### src/rtl/l2_mem_adapter_if.sv
// Cache-side and memory-side signal bundle
// for the L2 line-to-burst adapter.
interface l2_mem_adapter_if #(
  parameter int s_line = 256,
  parameter int s_beat = 64
) ();

  logic              line_read;
  logic              line_write;
  logic [31:0]       line_address;
  logic [s_line-1:0] line_wdata;
  logic [s_line-1:0] line_rdata;
  logic              line_resp;

  logic              burst_read;
  logic              burst_write;
  logic [31:0]       burst_address;
  logic [s_beat-1:0] burst_wdata;
  logic [s_beat-1:0] burst_rdata;
  logic              burst_resp;

  modport slave (
    input  line_read,
    input  line_write,
    input  line_address,
    input  line_wdata,
    output line_rdata,
    output line_resp,
    output burst_read,
    output burst_write,
    output burst_address,
    output burst_wdata,
    input  burst_rdata,
    input  burst_resp
  );

  modport master (
    output line_read,
    output line_write,
    output line_address,
    output line_wdata,
    input  line_rdata,
    input  line_resp,
    input  burst_read,
    input  burst_write,
    input  burst_address,
    input  burst_wdata,
    output burst_rdata,
    output burst_resp
  );

endinterface

### src/rtl/l2_mem_adapter.sv
// Converts one cache line request into a
// four-beat memory burst, read or write.
module l2_mem_adapter #(
  parameter int s_line = 256,
  parameter int s_beat = 64
) (
  input logic clk,
  input logic reset,
  l2_mem_adapter_if.slave bus
);

  typedef enum logic [1:0] {
    IDLE,
    READ,
    WRITE,
    DONE
  } state_t;

  state_t            state_q;
  state_t            state_d;
  logic [1:0]        beat_q;
  logic [1:0]        beat_d;
  logic [31:0]       addr_q;
  logic [31:0]       addr_d;
  logic [s_line-1:0] wbuf_q;
  logic [s_line-1:0] wbuf_d;
  logic [s_line-1:0] rdata_q;
  logic [s_line-1:0] rdata_d;

  // Registered state; reset aborts any burst in flight.
  always_ff @(posedge clk) begin
    if (reset) begin
      state_q <= IDLE;
      beat_q  <= '0;
      addr_q  <= '0;
      wbuf_q  <= '0;
      rdata_q <= '0;
    end else begin
      state_q <= state_d;
      beat_q  <= beat_d;
      addr_q  <= addr_d;
      wbuf_q  <= wbuf_d;
      rdata_q <= rdata_d;
    end
  end

  // Next state: latch request in IDLE, count beats on resp.
  always_comb begin
    state_d = state_q;
    beat_d  = beat_q;
    addr_d  = addr_q;
    wbuf_d  = wbuf_q;
    rdata_d = rdata_q;
    unique case (state_q)
      IDLE: begin
        if (bus.line_write || bus.line_read) begin
          state_d = bus.line_write ? WRITE : READ;
          addr_d  = bus.line_address & ~32'h1f;
          wbuf_d  = bus.line_wdata;
          beat_d  = '0;
        end
      end
      READ: begin
        if (bus.burst_resp) begin
          rdata_d[s_beat*beat_q +: s_beat] = bus.burst_rdata;
          beat_d = beat_q + 2'd1;
          if (beat_q == 2'd3) state_d = DONE;
        end
      end
      WRITE: begin
        if (bus.burst_resp) begin
          beat_d = beat_q + 2'd1;
          if (beat_q == 2'd3) state_d = DONE;
        end
      end
      DONE: begin
        state_d = IDLE;
      end
      default: begin
        state_d = IDLE;
      end
    endcase
  end

  assign bus.burst_read    = (state_q == READ);
  assign bus.burst_write   = (state_q == WRITE);
  assign bus.line_resp     = (state_q == DONE);
  assign bus.burst_address = addr_q;
  assign bus.line_rdata    = rdata_q;
  assign bus.burst_wdata   = (state_q == WRITE)
                           ? wbuf_q[s_beat*beat_q +: s_beat]
                           : '0;

endmodule

### src/flat_wrapper.sv
// flat-port wrapper written by rule: the top's interface ports become plain ports
module l2_mem_adapter_flat 
#(
  parameter int s_line = 256,
  parameter int s_beat = 64
)
  (clk, reset, bus_line_read, bus_line_write, bus_line_address, bus_line_wdata, bus_line_rdata, bus_line_resp, bus_burst_read, bus_burst_write, bus_burst_address, bus_burst_wdata, bus_burst_rdata, bus_burst_resp);
  l2_mem_adapter_if #(.s_line(s_line), .s_beat(s_beat)) bus_i ();
  input logic clk;
  input logic reset;
  input wire logic [$bits(bus_i.line_read)-1:0] bus_line_read;
  input wire logic [$bits(bus_i.line_write)-1:0] bus_line_write;
  input wire logic [$bits(bus_i.line_address)-1:0] bus_line_address;
  input wire logic [$bits(bus_i.line_wdata)-1:0] bus_line_wdata;
  output wire logic [$bits(bus_i.line_rdata)-1:0] bus_line_rdata;
  output wire logic [$bits(bus_i.line_resp)-1:0] bus_line_resp;
  output wire logic [$bits(bus_i.burst_read)-1:0] bus_burst_read;
  output wire logic [$bits(bus_i.burst_write)-1:0] bus_burst_write;
  output wire logic [$bits(bus_i.burst_address)-1:0] bus_burst_address;
  output wire logic [$bits(bus_i.burst_wdata)-1:0] bus_burst_wdata;
  input wire logic [$bits(bus_i.burst_rdata)-1:0] bus_burst_rdata;
  input wire logic [$bits(bus_i.burst_resp)-1:0] bus_burst_resp;
  assign bus_i.line_read = bus_line_read;
  assign bus_i.line_write = bus_line_write;
  assign bus_i.line_address = bus_line_address;
  assign bus_i.line_wdata = bus_line_wdata;
  assign bus_line_rdata = bus_i.line_rdata;
  assign bus_line_resp = bus_i.line_resp;
  assign bus_burst_read = bus_i.burst_read;
  assign bus_burst_write = bus_i.burst_write;
  assign bus_burst_address = bus_i.burst_address;
  assign bus_burst_wdata = bus_i.burst_wdata;
  assign bus_i.burst_rdata = bus_burst_rdata;
  assign bus_i.burst_resp = bus_burst_resp;
  l2_mem_adapter #(.s_line(s_line), .s_beat(s_beat)) u_core (.clk(clk), .reset(reset), .bus(bus_i));
endmodule
### config.mk
export PLATFORM = sky130hd
export DESIGN_NAME = l2_mem_adapter_flat
export DESIGN_NICKNAME = d
export VERILOG_FILES = /design/src/rtl/l2_mem_adapter_if.sv /design/src/rtl/l2_mem_adapter.sv /design/src/flat_wrapper.sv
export SDC_FILE = /design/constraint.sdc
export NUM_CORES = 1
export LEC_CHECK = 0
export ABC_CLOCK_PERIOD_IN_PS = 3200
export BUFFER_PORTS_ARGS = -buffer_cell sky130_fd_sc_hd__buf_2
export CORE_AREA = 8 8 270 272
export CTS_CLUSTER_SIZE = 24
export DETAILED_ROUTE_END_ITERATION = 10
export DIE_AREA = 0 0 278 280
export PLACE_DENSITY_LB_ADDON = 0.2
export SYNTH_ARGS = -nofsm -noshare
export SYNTH_HDL_FRONTEND = slang
export SYNTH_SLANG_ARGS = --single-unit
### constraint.sdc
create_clock -name clk -period 3.2 [get_ports clk]
set_clock_uncertainty 0.1 [all_clocks]
set_input_delay 0 -clock clk [delete_from_list [all_inputs] [get_ports clk]]
set_output_delay 0 -clock clk [all_outputs]
set_load 0.02 [all_outputs]
==> results.md <==
- Outcome: finished clean
- Syn avg cell area: 9.41 um2
- Area after DPL: 24,500 um2
- DR DRC count: 0
- Share of layout cells above drive strength 1: 28.5%
- Drt initial violations: 1,311
- Worst-margin pin slew: 0.991 ns
- Count leader, synth: nand2_1
- Cell area after synthesis: 20,200 um2
- Synth Flop Type: dfxtp_1
- Most used cell, CP: dlygate4sd3_1
- Area of the multi-input gates: 8520 um2
- Nets: 3,527
- Tot GR Track Use: 19.7%
- Max-cap viol count: 0
- Yosys top cell area share: 53.7%
- Final WS setup: 0.331 ns
- Via Count: 19,937
- Routability Congestion: 0.835
- Vias per cell: 4.85
- Initial antenna violation count: 13
- Cell count after synthesis: 2,151
- Num CTS Buffers: 60
- Die X: 278 um
- Slowest CP cell: dlygate4sd3_1
- Unrepaired setup endpoints after global routing: false
- Yosys reg bits: 543
- Worst Path Buf+Inv: 3
- Number of cells on the critical path: 7
- Number of synthesized flops with an enable pin: 0
- Area grow syn2layout: 51.1%
- Yosys top cell by area: dfxtp_1
- Yosys warnings: 0
- Maximum vdd drop: 0.390 mV
- Arr. time, crit path: 3.32 ns
- Period utilization: 89.7%
- P_leak: 0.0133 uW
- R2R Setup Slk: 0.33 ns
- Largest cells by area after synthesis: dfxtp_1 54%, nand2_1 12%, a21oi_1 8.7%, mux4_2 7.1%, a22o_1 5.5%
- Worst r2r src: u_core.state_q[0]$_SDFFE_PP0P_
- Die outline height: 280 um
- Die area: 77,800 um2
- CP endpoint: u_core.wbuf_q[202]$_SDFFE_PP0P_
- Critical-path cell list: inv_1 -> ha_1 -> o21a_4 -> nand2_1 -> dlygate4sd3_1 -> a21oi_1 -> dlygate4sd3_1
- Starting Density: 29.4%
- Post-CTS Setup Inserts: 0
- Synth cell types: 41
- Pre-antenna DRT Iters: 5
- Fin crit period: 2.87 ns
- Pin count of the biggest net entering global routing: 183
- Detailed Place HPWL: 54,600 um
- Layout Cells excl Fill: 4,110
- Fin util: 44.4%
- CTS tree: yes
- Clock tree sinks: 543
- Reg2reg end: u_core.wbuf_q[202]$_SDFFE_PP0P_
- Final setup viols: 0
- Dpl cells: 3,585
- Post-route design area: 30,600 um2
- Root buffer cell: clkbuf_16
- H-tree levels: 2
- Io pins: 712
- Min-delay worst type: input pin to register
- Number of global-route vias before repair: 20,727
- CP top delay family: buffers and inverters
- Skew-Pair Late Insertion Delay: 0.61 ns
- CTS clock-pin slew for the worst setup and hold paths: 0.06 ns
- Worst EP required: 3.65 ns
- Drt total wl: 80,200 um
- First-pass GRT wire length: 124,000 um
- Worst R2R Path Depth: 7
- Asr flop ratio synth: 0%
- Critical Path End Type: register
- Worst setup startpoint: u_core.state_q[0]$_SDFFE_PP0P_
- Slowest cell delay on critical path: 0.59 ns
- PostCTS Resize Cnt: 0
- Setup TNS: 0 ns
- Fmax: 349 MHz
- # rows: 97
- Final hold violations: 0
- DR WL/cell: 19.5 um
- Core area: 68,900 um2
- Post-synthesis sequential area ratio: 53.7%
- Commonest cells post-synth: 631 x nand2_1, 543 x dfxtp_1, 352 x a21oi_1, 139 x clkbuf_1, 128 x a22o_1
- Worst-path maximum fanout: 27
- Port Buffers: 701
- Relative slew margins: 33.9%
- Final slew viol count: 0
- CP startpoint kind: register
- Longest Clk Path Bufs: 3
- Placement Setup Slack: 0.888 ns
- Gr ovfl total: 0
- Sequential standard cell area: 10,900 um2
- PwrDens: 667 nW/um2
- FILL cells: 6,677
- Post-route antenna net violation count: 0
- CP Class: register to register
-- report_power, final --
group          internal [uW]  total [uW]  switching (uW)
Clock                   4180        7060            2880
Sequential              7710        8190             485
Combinational           2140        5160            3020
-- layout by cell type, fill, tap and decap left out, types with 4 or more instances in the layout --
master,netlist,final
ha_1,11,10
dlygate4sd3_1,0,403
a32o_1,64,64
conb_1,1,5
clkinv_2,0,9
buf_2,17,700
dfxtp_1,543,541
buf_12,0,15
clkbuf_1,139,15
mux4_2,64,64
and2_1,64,64
buf_4,18,18
inv_1,4,4
a21oi_1,352,352
diode_2,0,10
clkbuf_8,0,17
a22o_1,128,128
bufinv_16,0,4
clkbuf_16,0,60
nand3_1,66,65
nand2_1,631,631
-- logic make-up after synthesis --
logic type | share of synthesized area, %
compound gates | 17.7
flops | 53.7
other cells | 0.0185
fa+ha+maj | 0.680
mux | 7.22
simple gates | 16.1
buf+inv | 4.59
-- worst min-delay path by stage --
stage	from	endpoint	slack, ns	depth (start not counted)
after floorplan	bus_burst_rdata[2]	u_core.bus.line_rdata[194]$_SDFFE_PP0P_	0.03	1
after global placement	bus_line_wdata[253]	u_core.wbuf_q[253]$_SDFFE_PP0P_	0.14	3
after detailed placement	bus_line_wdata[214]	u_core.wbuf_q[214]$_SDFFE_PP0P_	0.14	3
after CTS	bus_line_wdata[248]	u_core.wbuf_q[248]$_SDFFE_PP0P_	0.02	4
after global routing	bus_line_wdata[176]	u_core.wbuf_q[176]$_SDFFE_PP0P_	0.04	4
final	bus_line_wdata[150]	u_core.wbuf_q[150]$_SDFFE_PP0P_	0.07	4
-- layout make-up --
cell class                      count  area share, %
Sequential cell                   543           35.6
Inverter                            5         0.0614
Multi-Input combinational cell   1412           27.9
Tap cell                          891           3.65
Clock inverter                     20          0.794
Antenna cell                       10         0.0818
Timing Repair Buffer             1137           26.1
Clock buffer                       92           5.86
-- worst reg2reg max path: stages (launching register included) --
cell           delay, ns
dfxtp_1             0.34
inv_1               0.12
ha_1                0.37
o21a_4              0.44
nand2_1             0.13
dlygate4sd3_1       0.58
a21oi_1             0.14
dlygate4sd3_1       0.59
-- per-stage QoR --
step / total power (uW) / hold WS [ns]
final: 20400 / 0.0660
after global routing: 21500 / 0.0445
after CTS: 20600 / 0.0184
after detailed placement: 13000 / 0.145
after global placement: 12900 / 0.142
after floorplan: 11300 / 0.0255
-- timing repair --
item	in CTS	in global routing
hold endpoints to repair	543	0
setup endpoints to repair	0	0
hold buffers	403	0
-- state kept, by name, indices dropped and copies added, names as in the netlist --
name / cells
u_core.bus.burst_address: 27
u_core.bus.line_rdata: 256
u_core.wbuf_q: 256
u_core.beat_q: 2
u_core.state_q: 2
-- per-layer routing --
layer  vias to the layer above  part of all wire [%]  track usage [%]
met2                       736                    49             33.9
met4                         8                   3.8             7.50
met5                         -                 0.065                0
met3                       162                   7.0             5.72
met1                      9543                    40             23.1
li1                       9488                     -                -
Note: power is estimated with default switching activity, not from simulation.
